==> src/rtl/signed_acc_adder.sv <==
// signed_acc_adder: two-stage signed add/sub/accumulate with saturate/wrap and valid/ready flow control
module signed_acc_adder #(
  parameter int WIDTH     = 8,
  parameter int ACC_WIDTH = 16
) (
  input  logic                 clk,
  input  logic                 rst_n,
  input  logic                 in_valid,
  output logic                 in_ready,
  input  logic [WIDTH-1:0]     a,
  input  logic [WIDTH-1:0]     b,
  input  logic [1:0]           op,
  input  logic                 sat_en,
  output logic                 out_valid,
  input  logic                 out_ready,
  output logic [ACC_WIDTH-1:0] sum,
  output logic                 ovf,
  output logic [ACC_WIDTH-1:0] acc
);
  localparam int EW = ACC_WIDTH + 1;
  logic                 s1_valid_q, s1_valid_d;
  logic [WIDTH-1:0]     s1_a_q, s1_a_d, s1_b_q, s1_b_d;
  logic [1:0]           s1_op_q, s1_op_d;
  logic                 s1_sat_q, s1_sat_d;
  logic                 out_valid_q, out_valid_d;
  logic [ACC_WIDTH-1:0] sum_q, sum_d, acc_q, acc_d;
  logic                 ovf_q, ovf_d;
  logic                 adv1, adv2, of, clr;
  logic [EW-1:0]        ea, eb, eacc, r;
  logic [ACC_WIDTH-1:0] res;
  always_comb begin
    adv2 = !out_valid_q || out_ready;
    adv1 = !s1_valid_q || adv2;
    ea   = {{(EW-WIDTH){s1_a_q[WIDTH-1]}}, s1_a_q};
    eb   = {{(EW-WIDTH){s1_b_q[WIDTH-1]}}, s1_b_q};
    eacc = {acc_q[ACC_WIDTH-1], acc_q};
    r    = s1_op_q == 2'b00 ? ea + eb : s1_op_q == 2'b01 ? ea - eb : eacc + ea;
    // one guard bit: overflow iff the top two bits of the exact result disagree
    of   = r[EW-1] ^ r[EW-2];
    res  = (!of || !s1_sat_q) ? r[ACC_WIDTH-1:0] :
           r[EW-1] ? {1'b1, {(ACC_WIDTH-1){1'b0}}} : {1'b0, {(ACC_WIDTH-1){1'b1}}};
    clr  = s1_op_q == 2'b11;
    s1_valid_d  = adv1 ? in_valid : s1_valid_q;
    s1_a_d      = adv1 ? a : s1_a_q;
    s1_b_d      = adv1 ? b : s1_b_q;
    s1_op_d     = adv1 ? op : s1_op_q;
    s1_sat_d    = adv1 ? sat_en : s1_sat_q;
    out_valid_d = adv2 ? s1_valid_q : out_valid_q;
    sum_d       = sum_q;
    ovf_d       = ovf_q;
    acc_d       = acc_q;
    if (adv2 && s1_valid_q) begin
      sum_d = clr ? '0 : res;
      ovf_d = clr ? 1'b0 : of;
      acc_d = s1_op_q[1] ? (clr ? '0 : res) : acc_q;
    end
  end
  always_ff @(posedge clk or negedge rst_n) begin
    if (!rst_n) begin
      s1_valid_q  <= 1'b0;
      s1_a_q      <= '0;
      s1_b_q      <= '0;
      s1_op_q     <= '0;
      s1_sat_q    <= 1'b0;
      out_valid_q <= 1'b0;
      sum_q       <= '0;
      ovf_q       <= 1'b0;
      acc_q       <= '0;
    end else begin
      s1_valid_q  <= s1_valid_d;
      s1_a_q      <= s1_a_d;
      s1_b_q      <= s1_b_d;
      s1_op_q     <= s1_op_d;
      s1_sat_q    <= s1_sat_d;
      out_valid_q <= out_valid_d;
      sum_q       <= sum_d;
      ovf_q       <= ovf_d;
      acc_q       <= acc_d;
    end
  end
  assign in_ready  = adv1;
  assign out_valid = out_valid_q;
  assign sum       = sum_q;
  assign ovf       = ovf_q;
  assign acc       = acc_q;
endmodule

==> config.mk <==
export PLATFORM = sky130hd
export DESIGN_NAME = signed_acc_adder
export DESIGN_NICKNAME = d
export VERILOG_FILES = /design/src/rtl/signed_acc_adder.sv
export SDC_FILE = /design/constraint.sdc
export NUM_CORES = 1
export LEC_CHECK = 0
export CAP_MARGIN = 20
export CORE_ASPECT_RATIO = 0.6
export CORE_MARGIN = 5
export CORE_UTILIZATION = 55
export DETAILED_ROUTE_END_ITERATION = 16
export HOLD_SLACK_MARGIN = 0.02
export PLACE_DENSITY = 0.82
export SLEW_MARGIN = 20
export SYNTH_ARGS = -nofsm -noshare
export SYNTH_HDL_FRONTEND = slang
export SYNTH_SLANG_ARGS = --single-unit
==> constraint.sdc <==
create_clock -name clk -period 4.4 [get_ports clk]
set_input_delay 0.66 -clock clk [delete_from_list [all_inputs] [get_ports clk]]
set_output_delay 0.66 -clock clk [all_outputs]
set_load 0.02 [all_outputs]
==> metrics, run 1 <==
status complete, no violations; Reg2Reg Depth 11; 1st-pass router iterations 4; initial core utilization around 56%; layout cells sized above 1 under 10%; clock-pin slew on the worst setup and hold paths 0.07 ns; ys async rst share 100.0%; Pwr Total around 3 mW; Cell Rows 23; top_reg_cell synth dfrtp_1; Post-CTS Setup Bufs 0; ANT cells 0; vias after detailed routing 3263; design area between 4000 and 5000 µm²; Internal ~1.7 mW; placed instance area ~4400 µm²; vias per cell 5.954; skew final roughly 0.0074 ns; max cap viols 0; clock insertion delay at the later pin of the skew report 0.30 ns; clock share of power 14.8%; YS warnings 0; R2R setup slack roughly 1.1 ns; Synth Register Bits 54; Pwr per Cell Area 658.8 nW/µm²; Synth Area in Adders between 10 and 15%; Final nets 518; fin. max-slew vios 0; top-level I/O count 58; switching portion of total power a little over two fifths; Synth Cell Area ~3700 µm²; post-layout util 68.62%; CTS Hold Bufs 0; Seq/Total Area, Yosys 36.19%; worst-path fanout max 6; Final Hold Vio Count 0; leakage roughly 2.0 nW; number of global-route vias before repair 3238; Post-Syn Area per Cell slightly above 9 µm²; DR WL/cell 18.48 µm; I/O Buffers 57; Post-synth EDFFs 0; Logic pwr share slightly below 60%; P_sw roughly 1.3 mW; slowest CP cell fa_1; CTS tree built; CP startpoint acc[0]; Post-Synth XOR/XNOR Area around 4%; pre-CTS setup slack around 1.1 ns; Flop pwr share between 20% and 30%; area grow syn2layout 22.19%; Slew HR 47.00%; hpwl dp slightly below 8000 µm; placed insts 540; antenna violations before repair 0; worst hold slack around 0.49 ns; CTS max path bufs 2; Setup CP Type flip-flop to flip-flop; Mapped Cells ~400; r2r startpoint acc[0]; delay of the slowest cell on the worst path between 0.4 and 0.5 ns; worst r2r dst sum[7]; post-synth top area share between 30 and 40%; DRC errors left 0; grt ovf 0; multiplexer share of the synthesized area between 4 and 5%; Synth Area in Compound Gates 25.37%; Tot GR Track Use 25.45%; Die H between 70 and 80 µm; largest net degree at the start of global routing 55; H-tree lvl count 2; Detailed Route Iter0 Violations 290; clock sinks 54; setup violators final 0; min Tclk post-route roughly 3.3 ns; Critical Path End Type flip-flop; Inserted Clock Buffers 5; Post-Layout Cell Count around 550; Total Neg Setup Slack 0 ns; largest family of logic cells by synthesized area compound AO/OA/AOI/OAI gates; area fraction in and, or, nand and nor cells after synthesis 13.94%; syn_nets 463; full die area between 8000 and 9000 µm²; crit path DAT around 3.6 ns; post_cts resized 0; Die W 116.4 µm; CP required ~4.6 ns; Worst-Margin Slew 0.7950 ns; worst min-delay path category input port to async pin; first-pass GRT wire length around 17000 µm; core area about 6600 µm²; Netlist cell types 58; dominant cell type by area after synthesis dfrtp_1; Cell Chain, Critical Path ha_1 > inv_1 > fa_1 > nand2b_1 > a21o_1 > a211oi_1 > a2bb2oi_2 > a21boi_0 > a22oi_1 > a2111oi_0 > a21o_1; Max VDD drop roughly 0.00042 V; ANT nets after route 0; CP dominant cell by count a21o_1; CP Launch Type flip-flop; final wirelength about 10000 µm; top cells by area, synth dfrtp_1, ha_1, nand2_1, o21ai_0, a22o_1; RD Place Congestion between 0.9 and 1; final worst setup slack 1.079 ns; Tcrit/Tclk final 75.47%; RSZ-0062 raised after global routing no; fmax roughly 300 MHz; Root Driver clkbuf_16
[power groups by stage]
stage,combinational (mW),sequential [mW],clock (mW)
floorplan,0.984,0.950,0
global placement,1.69,0.820,0
detailed placement,1.73,0.825,0
CTS,1.74,0.820,0.451
global route,1.90,0.848,0.465
finish,1.74,0.821,0.444
[cell type report]
cell class,count,area [µm²]
clock buffer,5,125.1
clock inverter,3,40.04
fill,548,2086
inverter,24,90.09
multi-input combinational,312,2236
sequential,54,1351
tap,87,108.9
timing repair buffer,63,610.6
[cells in the final DEF (no fill, tap or decap), types with 6 or more instances in the layout]
cell type / instances
o211ai_1: 9
a21o_1: 6
o21ai_0: 35
a22o_1: 17
xor2_1: 9
nand2b_1: 8
xnor2_1: 8
nand3_1: 7
nand2_1: 48
mux2_2: 9
a21oi_1: 21
dfrtp_1: 54
inv_1: 24
nor2_1: 21
buf_4: 6
ha_1: 32
clkdlybuf4s50_1: 56
[worst max path at each step]
stage                         to  slack [ns]  cells past startpoint
after floorplan           sum[7]        1.45                     11
after global placement    sum[7]        1.08                     11
after detailed placement  sum[7]        1.13                     10
after CTS                 sum[7]        1.09                     11
after global routing      sum[7]        0.72                     11
final                     sum[7]        1.08                     11
[registers in the layout, summed over array words and instances (netlist names)]
register	count
acc	16
out_valid	1
ovf	1
s1_a_q	8
s1_b_q	8
s1_op_q	2
s1_sat_q	1
s1_valid_q	1
sum	16
[worst max-delay path, delay by kind of cell (launching register included)]
kind	cells	cell delay, ns
and+or+nand+nor	1	0.18
DFF	1	0.39
adders and majority gates	2	0.63
AOI/OAI and AO/OA	7	1.98
buffers and inverters	1	0.07
[Yosys cell counts, drive strengths merged, types with 2 or more instances]
library cell  number
a2111oi            3
a211o              3
a211oi             8
a21boi             3
a21o               6
a21oi             21
a22o              17
a31oi              2
and2               2
clkbuf            14
dfrtp             54
fa                 3
ha                32
inv               24
mux2              10
mux2i              3
nand2             48
nand2b             8
nand3              7
nor2              21
nor2b              2
nor3               7
nor3b              2
nor4               2
o211ai             9
o21a               4
o21ai             39
o311ai             2
o31ai              5
or2                3
or3                4
xnor2              8
xor2               9
[kinds of logic (layout without fill, tap and decap cells)]
logic type / after synthesis / after routing
fa+ha+maj: 35 / 35
compound gates: 137 / 137
buf+inv: 39 / 95
flops: 54 / 54
simple gates: 110 / 110
mux: 13 / 13
xor+xnor: 17 / 17
[per-layer routing]
layer	routed length, µm	up-vias	track usage [%]
met5	0	-	0
met4	106	0	4.891
met3	968	9	5.267
met2	4023	116	37.07
met1	5028	1555	39.07
li1	-	1583	-
No activity file was read; power rests on OpenSTA's default activity.
==> run 2, diff against run 1 <==
==> constraint.sdc (replaced) <==
create_clock -name clk -period 3.3 [get_ports clk]
set_input_delay 0.495 -clock clk [delete_from_list [all_inputs] [get_ports clk]]
set_output_delay 0.495 -clock clk [all_outputs]
set_load 0.02 [all_outputs]
==> run 2 against run 1 <==
  * Core utilization increased by 0.72 points
  * Combinational power rose by 37%
  * Count of clock-buffer cells in the layout up 2
  * Sequential share of layout area is 0.31 points lower
==> metrics, run 2 (synthesis gave the netlist of run 1 again) <==
Max VDD drop roughly 0.00053 V; layout cells sized above 1 9.615%; ANT cells 0; 1st-pass router iterations 4; setup violators final 0; Die H around 74 µm; Total Neg Setup Slack 0 ns; crit path DAT ~3.4 ns; fin. max-slew vios 0; vias per cell around 6.1; antenna violations before repair 0; largest net degree at the start of global routing 39; clock insertion delay at the later pin of the skew report about 0.30 ns; max cap viols 0; DR WL/cell about 19 µm; final wirelength about 10000 µm; Inserted Clock Buffers 5; fmax around 320 MHz; DRC errors left 0; number of global-route vias before repair between 3000 and 4000; Final Hold Vio Count 0; full die area around 8600 µm²; Tcrit/Tclk final a little over nine tenths; Worst-Margin Slew a little under 0.9 ns; area grow syn2layout 23.46%; vias after detailed routing approximately 3400; Final nets approximately 530; CTS max path bufs 2; skew final ~0.0079 ns; clock sinks 54; core area 6648 µm²; worst-path fanout max 8; RSZ-0062 raised after global routing no; first-pass GRT wire length 16880 µm; Slew HR between 40% and 50%; Setup CP Type flip-flop to flip-flop; worst min-delay path category input port to async pin; ANT nets after route 0; Pwr per Cell Area just under 900 nW/µm²; H-tree lvl count 2; status complete, no violations; I/O Buffers 57; clock-pin slew on the worst setup and hold paths ~0.07 ns; Cell Rows 23; CP Launch Type flip-flop; leakage 2.054 nW; commonest non-fill, non-tap cell in the layout clkdlybuf4s50_1; RD Place Congestion between 0.9 and 1; Detailed Route Iter0 Violations 288; CP required ~3.5 ns; hpwl dp between 8000 and 9000 µm; grt ovf 0; Tot GR Track Use 25.73%; initial core utilization between 50% and 60%; post-layout util 69.34%; top-level I/O count 58; min Tclk post-route about 3.2 ns; Die W 116.4 µm; Root Driver clkbuf_16; most frequent cells in the layout clkdlybuf4s50_1, dfrtp_1, nand2_1; CTS tree built; Critical Path End Type flip-flop
[run 2: changes by cell type in the layout (fill, tap and decap cells not counted), sizes merged]
| cell | before | now |
|---|---|---|
| bufinv | 1 | 0 |
| clkbuf | 5 | 7 |
| buf | 7 | 14 |
| clkinv | 2 | 1 |
[run 2: area by class of cell]
type                       count  area, µm²
multi-input combinational    312       2248
tap                           87      108.9
clock buffer                   7      142.6
clock inverter                 1      5.005
timing repair buffer          70      663.1
inverter                      24      90.09
fill                         524       2038
sequential                    54       1351
[run 2: path summary, 6_finish.rpt]
check	slack, ns	start	endpoint	cells past startpoint
min in group clk	0.49	sum[15]	sum[15]	2
max in group asynchronous	2.31	rst_n	sum[7]	2
hold reg to reg	0.49	sum[15]	sum[15]	2
hold / removal	0.31	rst_n	s1_b_q[5]	1
setup reg to reg	0.14	s1_a_q[7]	sum[2]	9
setup / recovery	0.14	s1_a_q[7]	sum[2]	9
[run 2: metrics by stage]
| step | hold slack [ns] | total power, mW | setup WS (ns) | std cells | cell area [µm²] |
|---|---|---|---|---|---|
| floorplan | 0.1994 | 2.579 | 0.3508 | 405 | 3734 |
| global placement | 0.4679 | 3.381 | 0.2626 | 547 | 4449 |
| detailed placement | 0.4732 | 3.436 | 0.08960 | 547 | 4449 |
| CTS | 0.3383 | 3.982 | 0.04117 | 555 | 4597 |
| global route | 0.3984 | 4.282 | 0.006344 | 555 | 4609 |
| finish | 0.3126 | 4.000 | 0.1380 | 555 | 4609 |
[run 2: report_power, final]
group          switching (mW)  internal (mW)
logic                    1.31           1.08
registers               0.201          0.878
clock network           0.229          0.301
total                    1.74           2.26
[run 2: layer usage]
layer / vias up / GRT usage, % / wire length, µm
met3: 11 / 8.889 / 1181
met2: 154 / 34.60 / 4045
met1: 1602 / 39.65 / 4953
met4: 0 / 4.891 / 96
li1: 1599 / - / -
met5: - / 0 / 0
[run 2: critical path: stages, from the launching register on]
cell and delay [ns]:
dfrtp_1 0.48, ha_1 0.39, a21o_1 0.20, a211o_1 0.31, or4_1 0.49, a2bb2oi_2 0.21
and3_4 0.22, mux2i_4 0.31, o211ai_1 0.20, a22o_1 0.24
[run 2: repair_timing]
item,in CTS,in global routing
buffers inserted,0,0
hold buffers,0,0
resized for setup,0,4
setup endpoints to repair,0,18
==> run 3, diff against run 2 <==
--- a/config.mk
+++ b/config.mk
@@ -12,7 +12,6 @@
 export DETAILED_ROUTE_END_ITERATION = 16
 export HOLD_SLACK_MARGIN = 0.02
 export PLACE_DENSITY = 0.82
-export SLEW_MARGIN = 20
 export SYNTH_ARGS = -nofsm -noshare
 export SYNTH_HDL_FRONTEND = slang
 export SYNTH_SLANG_ARGS = --single-unit
==> results of run 3 <==
The final DEF is identical to that of run 2; final timing and power are the same.
